<file path="src/rtl/spi_reg_pkg.sv">
// Shared address map, field widths and default sizing for the SPI register bank.
// The address decoder lives here so the bank and any checker agree on one map.
package spi_reg_pkg;

    localparam int ADDR_W         = 7;
    localparam int DATA_W         = 8;
    localparam int FWD_W          = ADDR_W + DATA_W;
    localparam int STATUS_W       = 32;
    localparam int DEF_NUM_RW     = 16;
    localparam int DEF_FIFO_DEPTH = 4;

    localparam logic [6:0] ADDR_CMD    = 7'h10;
    localparam logic [6:0] ADDR_FLAGS  = 7'h11;
    localparam logic [6:0] ADDR_WRCNT  = 7'h12;
    localparam logic [6:0] ADDR_STATUS = 7'h20;
    localparam logic [6:0] ADDR_FWD    = 7'h40;

    typedef enum logic [2:0] {
        REG_RW     = 3'd0,
        REG_CMD    = 3'd1,
        REG_FLAGS  = 3'd2,
        REG_WRCNT  = 3'd3,
        REG_STATUS = 3'd4,
        REG_FWD    = 3'd5,
        REG_RSVD   = 3'd6
    } reg_kind_e;

    // Classify an address; num_rw never exceeds 16 so RW space cannot reach 0x10.
    function automatic reg_kind_e decode_addr(input logic [6:0] addr, input int num_rw);
        reg_kind_e kind;
        if (int'(addr) < num_rw) begin
            kind = REG_RW;
        end else if (addr == ADDR_CMD) begin
            kind = REG_CMD;
        end else if (addr == ADDR_FLAGS) begin
            kind = REG_FLAGS;
        end else if (addr == ADDR_WRCNT) begin
            kind = REG_WRCNT;
        end else if (addr[6:2] == ADDR_STATUS[6:2]) begin
            kind = REG_STATUS;
        end else if (addr[6] == ADDR_FWD[6]) begin
            kind = REG_FWD;
        end else begin
            kind = REG_RSVD;
        end
        return kind;
    endfunction

endpackage

</file>
<file path="src/rtl/spi_fwd_fifo.sv">
// Synchronous FIFO carrying {address, data} forwarded writes to the tuner config logic.
// A push into a full queue is accepted only when a pop frees the slot on the same edge.
module spi_fwd_fifo
    import spi_reg_pkg::*;
#(
    parameter  int DEPTH = DEF_FIFO_DEPTH,
    parameter  int WIDTH = FWD_W,
    localparam int PTR_W = $clog2(DEPTH),
    localparam int LVL_W = PTR_W + 1
) (
    input  logic             CLK,
    input  logic             RST,
    input  logic             i_push,
    input  logic [WIDTH-1:0] i_push_data,
    input  logic             i_pop,
    output logic [WIDTH-1:0] o_head,
    output logic             o_empty,
    output logic             o_full,
    output logic [LVL_W-1:0] o_level
);

    logic [WIDTH-1:0] r_mem [DEPTH];
    logic [PTR_W-1:0] r_wr_ptr;
    logic [PTR_W-1:0] r_rd_ptr;
    logic [LVL_W-1:0] r_level;
    logic             w_do_push;
    logic             w_do_pop;

    assign o_empty   = (r_level == {LVL_W{1'b0}});
    assign o_full    = (r_level == LVL_W'(DEPTH));
    assign o_level   = r_level;
    assign o_head    = r_mem[r_rd_ptr];
    assign w_do_pop  = i_pop & ~o_empty;
    assign w_do_push = i_push & (~o_full | w_do_pop);

    // Storage write; when full with a pop, the slot being vacated is reused.
    always_ff @(posedge CLK) begin
        if (w_do_push && !RST) begin
            r_mem[r_wr_ptr] <= i_push_data;
        end
    end

    // Pointer and occupancy bookkeeping; pointers wrap naturally at a power-of-two depth.
    always_ff @(posedge CLK) begin
        if (RST) begin
            r_wr_ptr <= {PTR_W{1'b0}};
            r_rd_ptr <= {PTR_W{1'b0}};
            r_level  <= {LVL_W{1'b0}};
        end else begin
            if (w_do_push) begin
                r_wr_ptr <= r_wr_ptr + 1'b1;
            end
            if (w_do_pop) begin
                r_rd_ptr <= r_rd_ptr + 1'b1;
            end
            case ({w_do_push, w_do_pop})
                2'b10:   r_level <= r_level + 1'b1;
                2'b01:   r_level <= r_level - 1'b1;
                default: r_level <= r_level;
            endcase
        end
    end

endmodule

</file>
<file path="src/rtl/spi_reg_bank.sv">
// Register bank behind an SPI slave: RW control bytes, command strobes, flags,
// write counter, status readback and a forwarded-write queue.
module spi_reg_bank
    import spi_reg_pkg::*;
#(
    parameter int NUM_RW     = DEF_NUM_RW,
    parameter int FIFO_DEPTH = DEF_FIFO_DEPTH
) (
    input  logic                     CLK,
    input  logic                     RST,
    input  logic                     SPI_ENA,
    input  logic [ADDR_W-1:0]        SPI_ADDRESS,
    input  logic [DATA_W-1:0]        SPI_DATA,
    output logic [DATA_W-1:0]        DATA_OUT,
    output logic [NUM_RW*DATA_W-1:0] CTRL_REGS,
    output logic [DATA_W-1:0]        CMD_STROBE,
    input  logic [STATUS_W-1:0]      STATUS_IN,
    output logic                     FWD_VALID,
    output logic [ADDR_W-1:0]        FWD_ADDR,
    output logic [DATA_W-1:0]        FWD_DATA,
    input  logic                     FWD_READY
);

    localparam int IDX_W = (NUM_RW > 1) ? $clog2(NUM_RW) : 1;
    localparam int LVL_W = $clog2(FIFO_DEPTH) + 1;

    logic [DATA_W-1:0] r_ctrl [NUM_RW];
    logic [DATA_W-1:0] r_cmd_strobe;
    logic [DATA_W-1:0] r_wrcnt;
    logic [DATA_W-1:0] r_data_out;
    logic              r_ovf;

    reg_kind_e         w_kind;
    logic [IDX_W-1:0]  w_idx;
    logic              w_push;
    logic              w_pop;
    logic              w_ovf_evt;
    logic [FWD_W-1:0]  w_head;
    logic              w_empty;
    logic              w_full;
    logic [LVL_W-1:0]  w_level;
    logic [7:0]        w_level_ext;
    logic [2:0]        w_lvl_sat;
    logic [DATA_W-1:0] w_flags;
    logic [DATA_W-1:0] w_rd_data;

    assign w_kind      = decode_addr(SPI_ADDRESS, NUM_RW);
    assign w_idx       = SPI_ADDRESS[IDX_W-1:0];
    assign w_push      = SPI_ENA & (w_kind == REG_FWD);
    assign w_pop       = FWD_READY & ~w_empty;
    assign w_ovf_evt   = w_push & w_full & ~w_pop;
    assign w_level_ext = {{(8-LVL_W){1'b0}}, w_level};
    assign w_flags     = {1'b0, w_lvl_sat, 1'b0, w_full, w_empty, r_ovf};

    spi_fwd_fifo #(
        .DEPTH (FIFO_DEPTH),
        .WIDTH (FWD_W)
    ) u_fwd_fifo (
        .CLK         (CLK),
        .RST         (RST),
        .i_push      (w_push),
        .i_push_data ({SPI_ADDRESS, SPI_DATA}),
        .i_pop       (FWD_READY),
        .o_head      (w_head),
        .o_empty     (w_empty),
        .o_full      (w_full),
        .o_level     (w_level)
    );

    // Level field is only three bits wide, so deeper queues saturate at 7.
    always_comb begin
        w_lvl_sat = 3'd0;
        if (w_level_ext > 8'd7) begin
            w_lvl_sat = 3'd7;
        end else begin
            w_lvl_sat = w_level_ext[2:0];
        end
    end

    // Readback mux for whatever address the slave is presenting right now.
    always_comb begin
        w_rd_data = 8'h00;
        case (w_kind)
            REG_RW:     w_rd_data = r_ctrl[w_idx];
            REG_FLAGS:  w_rd_data = w_flags;
            REG_WRCNT:  w_rd_data = r_wrcnt;
            REG_STATUS: w_rd_data = STATUS_IN[{SPI_ADDRESS[1:0], 3'b000} +: 8];
            default:    w_rd_data = 8'h00;
        endcase
    end

    // RW control bytes.
    always_ff @(posedge CLK) begin
        if (RST) begin
            for (int n = 0; n < NUM_RW; n++) begin
                r_ctrl[n] <= 8'h00;
            end
        end else if (SPI_ENA && (w_kind == REG_RW)) begin
            r_ctrl[w_idx] <= SPI_DATA;
        end
    end

    // Command pulse, sticky overflow (a new overflow beats a W1C clear) and write counter.
    always_ff @(posedge CLK) begin
        if (RST) begin
            r_cmd_strobe <= 8'h00;
            r_ovf        <= 1'b0;
            r_wrcnt      <= 8'h00;
        end else begin
            r_cmd_strobe <= (SPI_ENA && (w_kind == REG_CMD)) ? SPI_DATA : 8'h00;
            if (w_ovf_evt) begin
                r_ovf <= 1'b1;
            end else if (SPI_ENA && (w_kind == REG_FLAGS) && SPI_DATA[0]) begin
                r_ovf <= 1'b0;
            end
            if (SPI_ENA) begin
                r_wrcnt <= (w_kind == REG_WRCNT) ? 8'h00 : (r_wrcnt + 8'h01);
            end
        end
    end

    // Registered readback, one cycle behind SPI_ADDRESS.
    always_ff @(posedge CLK) begin
        if (RST) begin
            r_data_out <= 8'h00;
        end else begin
            r_data_out <= w_rd_data;
        end
    end

    for (genvar n = 0; n < NUM_RW; n++) begin : g_ctrl_out
        assign CTRL_REGS[n*DATA_W +: DATA_W] = r_ctrl[n];
    end

    assign DATA_OUT   = r_data_out;
    assign CMD_STROBE = r_cmd_strobe;
    assign FWD_VALID  = ~w_empty;
    assign FWD_ADDR   = w_head[FWD_W-1:DATA_W];
    assign FWD_DATA   = w_head[DATA_W-1:0];

endmodule
</file>
<file path="config.mk">
export PLATFORM = sky130hd
export DESIGN_NAME = spi_reg_bank
export DESIGN_NICKNAME = d
export VERILOG_FILES = /design/src/rtl/spi_reg_pkg.sv /design/src/rtl/spi_fwd_fifo.sv /design/src/rtl/spi_reg_bank.sv
export SDC_FILE = /design/constraint.sdc
export NUM_CORES = 1
export LEC_CHECK = 0
export CELL_PAD_IN_SITES_DETAIL_PLACEMENT = 2
export CELL_PAD_IN_SITES_GLOBAL_PLACEMENT = 2
export CORE_UTILIZATION = 40
export CTS_BUF_LIST = sky130_fd_sc_hd__clkbuf_8
export CTS_CLUSTER_SIZE = 25
export DETAILED_ROUTE_END_ITERATION = 8
export PLACE_DENSITY = 0.84
export SYNTH_ARGS = -nofsm -noshare
export SYNTH_HDL_FRONTEND = slang
export SYNTH_SLANG_ARGS = --single-unit
</file>
<file path="constraint.sdc">
create_clock -name CLK -period 8.2 [get_ports CLK]
set_input_delay 2.46 -clock CLK [delete_from_list [all_inputs] [get_ports CLK]]
set_output_delay 2.46 -clock CLK [all_outputs]
set_load 0.05 [all_outputs]
</file>
==> run summary <==
Fin crit share: 67.8%
Critical-path cell with the highest stage delay: o21bai_1
Syn_nets: 723
First-pass GRT wire length: 53700 um
F_max: 0.180 GHz
Die footprint: 26000 um^2
Status: finished clean
Clk slew on worst S/H paths: 0.06 ns
Max-slew violations: 0
Synth warn: 0
Tmin final: 5.56 ns
Crit-path cells: clkdlybuf4s50_1, nor4_4, nand4_4, o21bai_1
Final GP Congestion: 0.831
Post-synth cell types: 48
Core area: 24600 um^2
Hold path cells: 2
Pleak: 0.00412 uW
Final #Nets: 915
CTS tree: built
CTS HTree Levels: 2
Seq pwr share: 45.2%
Post-Syn Area: 10200 um^2
Die H: 161 um
Share of cells above drive strength 1: 20.7%
Critical Path RT: 8.35 ns
Via-to-Cell Ratio: 5.87
Vias in the first global route: 7736
P per Cell Area: 229 nW/um^2
Antenna Violating Nets Remaining: 0
Worst setup SP type: primary input
Crit path max fanout: 36
Drt pass-1 iters: 5
Critical Path Sink Type: flop
Worst-Skew Late Latency: 0.53 ns
Postcts setup bufs: 0
Total grt overflow: 0
Met2 usage: 50.0%
Final Util: 53.2%
Finish-stage setup viols: 0
Antenna Cells: 0
Cts repair resizes: 0
Initial DRC count: 499
Met1 usage: 36.0%
GRT busiest layer: met2
Setup TNS: 0 ns
Clock Path Buffers: 3
Avg Inst Size Synth: 15.3 um^2
P&R area growth vs syn: 28.9%
Initial antenna violation count: 0
Post-Route WL: 36400 um
Clock tree root buffer cell: clkbuf_8
RSZ-0062 raised after global routing: false
Worst slew pin tran: 1.08 ns
Worst Skew: 0.0162 ns
Register-to-Register Path Depth: 9
Post-synthesis sequential area ratio: 62.3%
HPWL Detailed: 25200 um
Sw Ratio: 31.9%
Combinational Power Share: 21.6%
Switching Power: 955 uW
Starting Density: 41.3%
I/O pins: 211
Vias: 7109
Max_cap viols: 0
Die Wd: 161 um
P_int: 2040 uW
Max VDD drop: 127 uV
Seq cells post-synth: 222
Rows: 57
Pin count of the biggest net entering global routing: 58
Slew headroom: 28.2%
Routed WL per cell: 30.0 um
Number of hold buffers added after CTS: 0
Worst min-delay path category: flop to flop
Cells after synthesis: 665
Crit Path Class: primary input to flop
Tot GR Track Use: 28.4%
Fin. Hold Viols: 0
Number of buffers added on ports: 210
Clock share of power: 33.2%
Arr. time, crit path: 5.70 ns
Met3 usage: 4.44%
Crit-path max cell delay: 0.97 ns
Clk sinks: 222
DRC: 0
Cts bufs inserted: 38
Yosys cell counts, drive strengths merged:
library cell,count,share of area (%)
edfxtp,188,56
nor3,129,9.5
mux4,47,10
buf,34,2.4
dfxtp,34,6.7
clkbuf,30,1.1
nor2,29,1.1
a22oi,22,1.6
nand3,17,1.2
mux2i,16,1.6
o21bai,16,1.3
nand2b,11,0.68
xor2,9,0.78
clkinv,8,0.30
o211ai,8,0.59
inv,7,0.26
ha,6,0.74
nand2,6,0.22
a22o,5,0.43
and2,5,0.31
nor2b,5,0.31
a21oi,4,0.20
nand4,4,0.39
xnor2,4,0.34
a32oi,3,0.26
o21ai,3,0.15
and3,2,0.12
nor4,2,0.27
nor4b,2,0.23
a31o,1,0.086
a32o,1,0.099
and3b,1,0.086
and4,1,0.086
fa,1,0.20
nand4b,1,0.15
o31a,1,0.086
or2,1,0.062
or3,1,0.062
power groups by stage:
| stage | Combinational (uW) | Sequential (uW) | Clock, uW |
|---|---|---|---|
| 2_1_floorplan | 323 | 1450 | 0 |
| 6_report | 645 | 1350 | 994 |
| 5_1_grt | 668 | 1360 | 1050 |
| 4_1_cts | 647 | 1350 | 1000 |
| 3_5_place_dp | 643 | 1370 | 0 |
| 3_3_place_gp | 619 | 1370 | 0 |
logic make-up after synthesis:
family                   count (synthesis)  share of synthesized area (%)
flip-flops                             222                           62.3
buffers and inverters                   79                           4.09
AO/OA/AOI/OAI                           64                           4.82
adder cells (fa/ha/maj)                  7                          0.936
multiplexers                            63                           12.0
AND/OR/NAND/NOR                        217                           14.8
XOR/XNOR                                13                           1.12
sequential cells by signal, indices dropped and copies added (netlist names), named ones only:
register             flops
r_wrcnt                  8
DATA_OUT                 8
r_ovf                    1
r_ctrl                 128
CMD_STROBE               8
u_fwd_fifo.o_level       3
u_fwd_fifo.r_wr_ptr      2
u_fwd_fifo.r_rd_ptr      2
u_fwd_fifo.r_mem        60
worst paths after layout:
kind                                                     startpoint                                   to  slack (ns)
worst max register to register   u_fwd_fifo.o_level[2]$_SDFFE_PP0P_   u_fwd_fifo.o_level[2]$_SDFFE_PP0P_        5.29
worst max-delay path                                 SPI_ADDRESS[6]          r_ctrl[11][5]$_SDFFCE_PN0P_        2.64
worst min-delay path            u_fwd_fifo.r_wr_ptr[1]$_SDFFE_PP0P_  u_fwd_fifo.r_wr_ptr[1]$_SDFFE_PP0P_        0.52
worst min register to register  u_fwd_fifo.r_wr_ptr[1]$_SDFFE_PP0P_  u_fwd_fifo.r_wr_ptr[1]$_SDFFE_PP0P_        0.52
stage by stage:
stage	setup slack, ns	power, uW	instances	hold WS (ns)	cell area, um^2
global placement	2.60	1990	1141	0.484	12300
detailed placement	2.12	2020	1141	0.501	12300
CTS	2.65	3000	1211	0.519	13100
global route	2.51	3080	1211	0.548	13100
finish	2.64	2990	1211	0.522	13100
floorplan	3.79	1770	665	0.455	10200
cell type report:
| type | count | area, um^2 |
|---|---|---|
| Inverter | 15 | 56.3 |
| Sequential cell | 222 | 6330 |
| Clock buffer | 48 | 661 |
| Multi-Input combinational cell | 364 | 3420 |
| Timing Repair Buffer | 216 | 2140 |
| Clock inverter | 22 | 88.8 |
| Tap cell | 324 | 405 |
| Fill cell | 2236 | 11500 |
cells in the final DEF (no fill, tap or decap), types with 2 or more instances in the layout:
cell	n
a21oi_1	4
a22o_1	5
a22oi_1	22
a32oi_1	3
and2_1	5
and3_1	2
buf_2	2
buf_4	6
clkbuf_8	48
clkdlybuf4s50_1	208
clkinv_1	15
clkinv_2	5
dfxtp_1	34
edfxtp_1	188
ha_1	6
inv_1	17
mux2i_1	16
mux4_2	47
nand2_1	6
nand2b_1	11
nand3_1	14
nand3_4	3
nand4_1	3
nor2_1	29
nor2b_1	5
nor3_1	65
nor3_2	64
o211ai_1	8
o21ai_0	3
o21bai_1	13
o21bai_2	3
xnor2_1	4
xor2_1	9
layer usage:
layer | vias to the layer above | wire (um)
li1 | 2975 | -
met1 | 3751 | 14600
met2 | 330 | 18800
met3 | 53 | 2150
met4 | 0 | 851
met5 | - | 0
critical path, delay by kind of cell:
family,cells,cell delay (ns)
and+or+nand+nor,2,1.56
AOI/OAI and AO/OA,1,0.97
buffers and inverters,1,0.69
(Power assumes the default switching activity.)
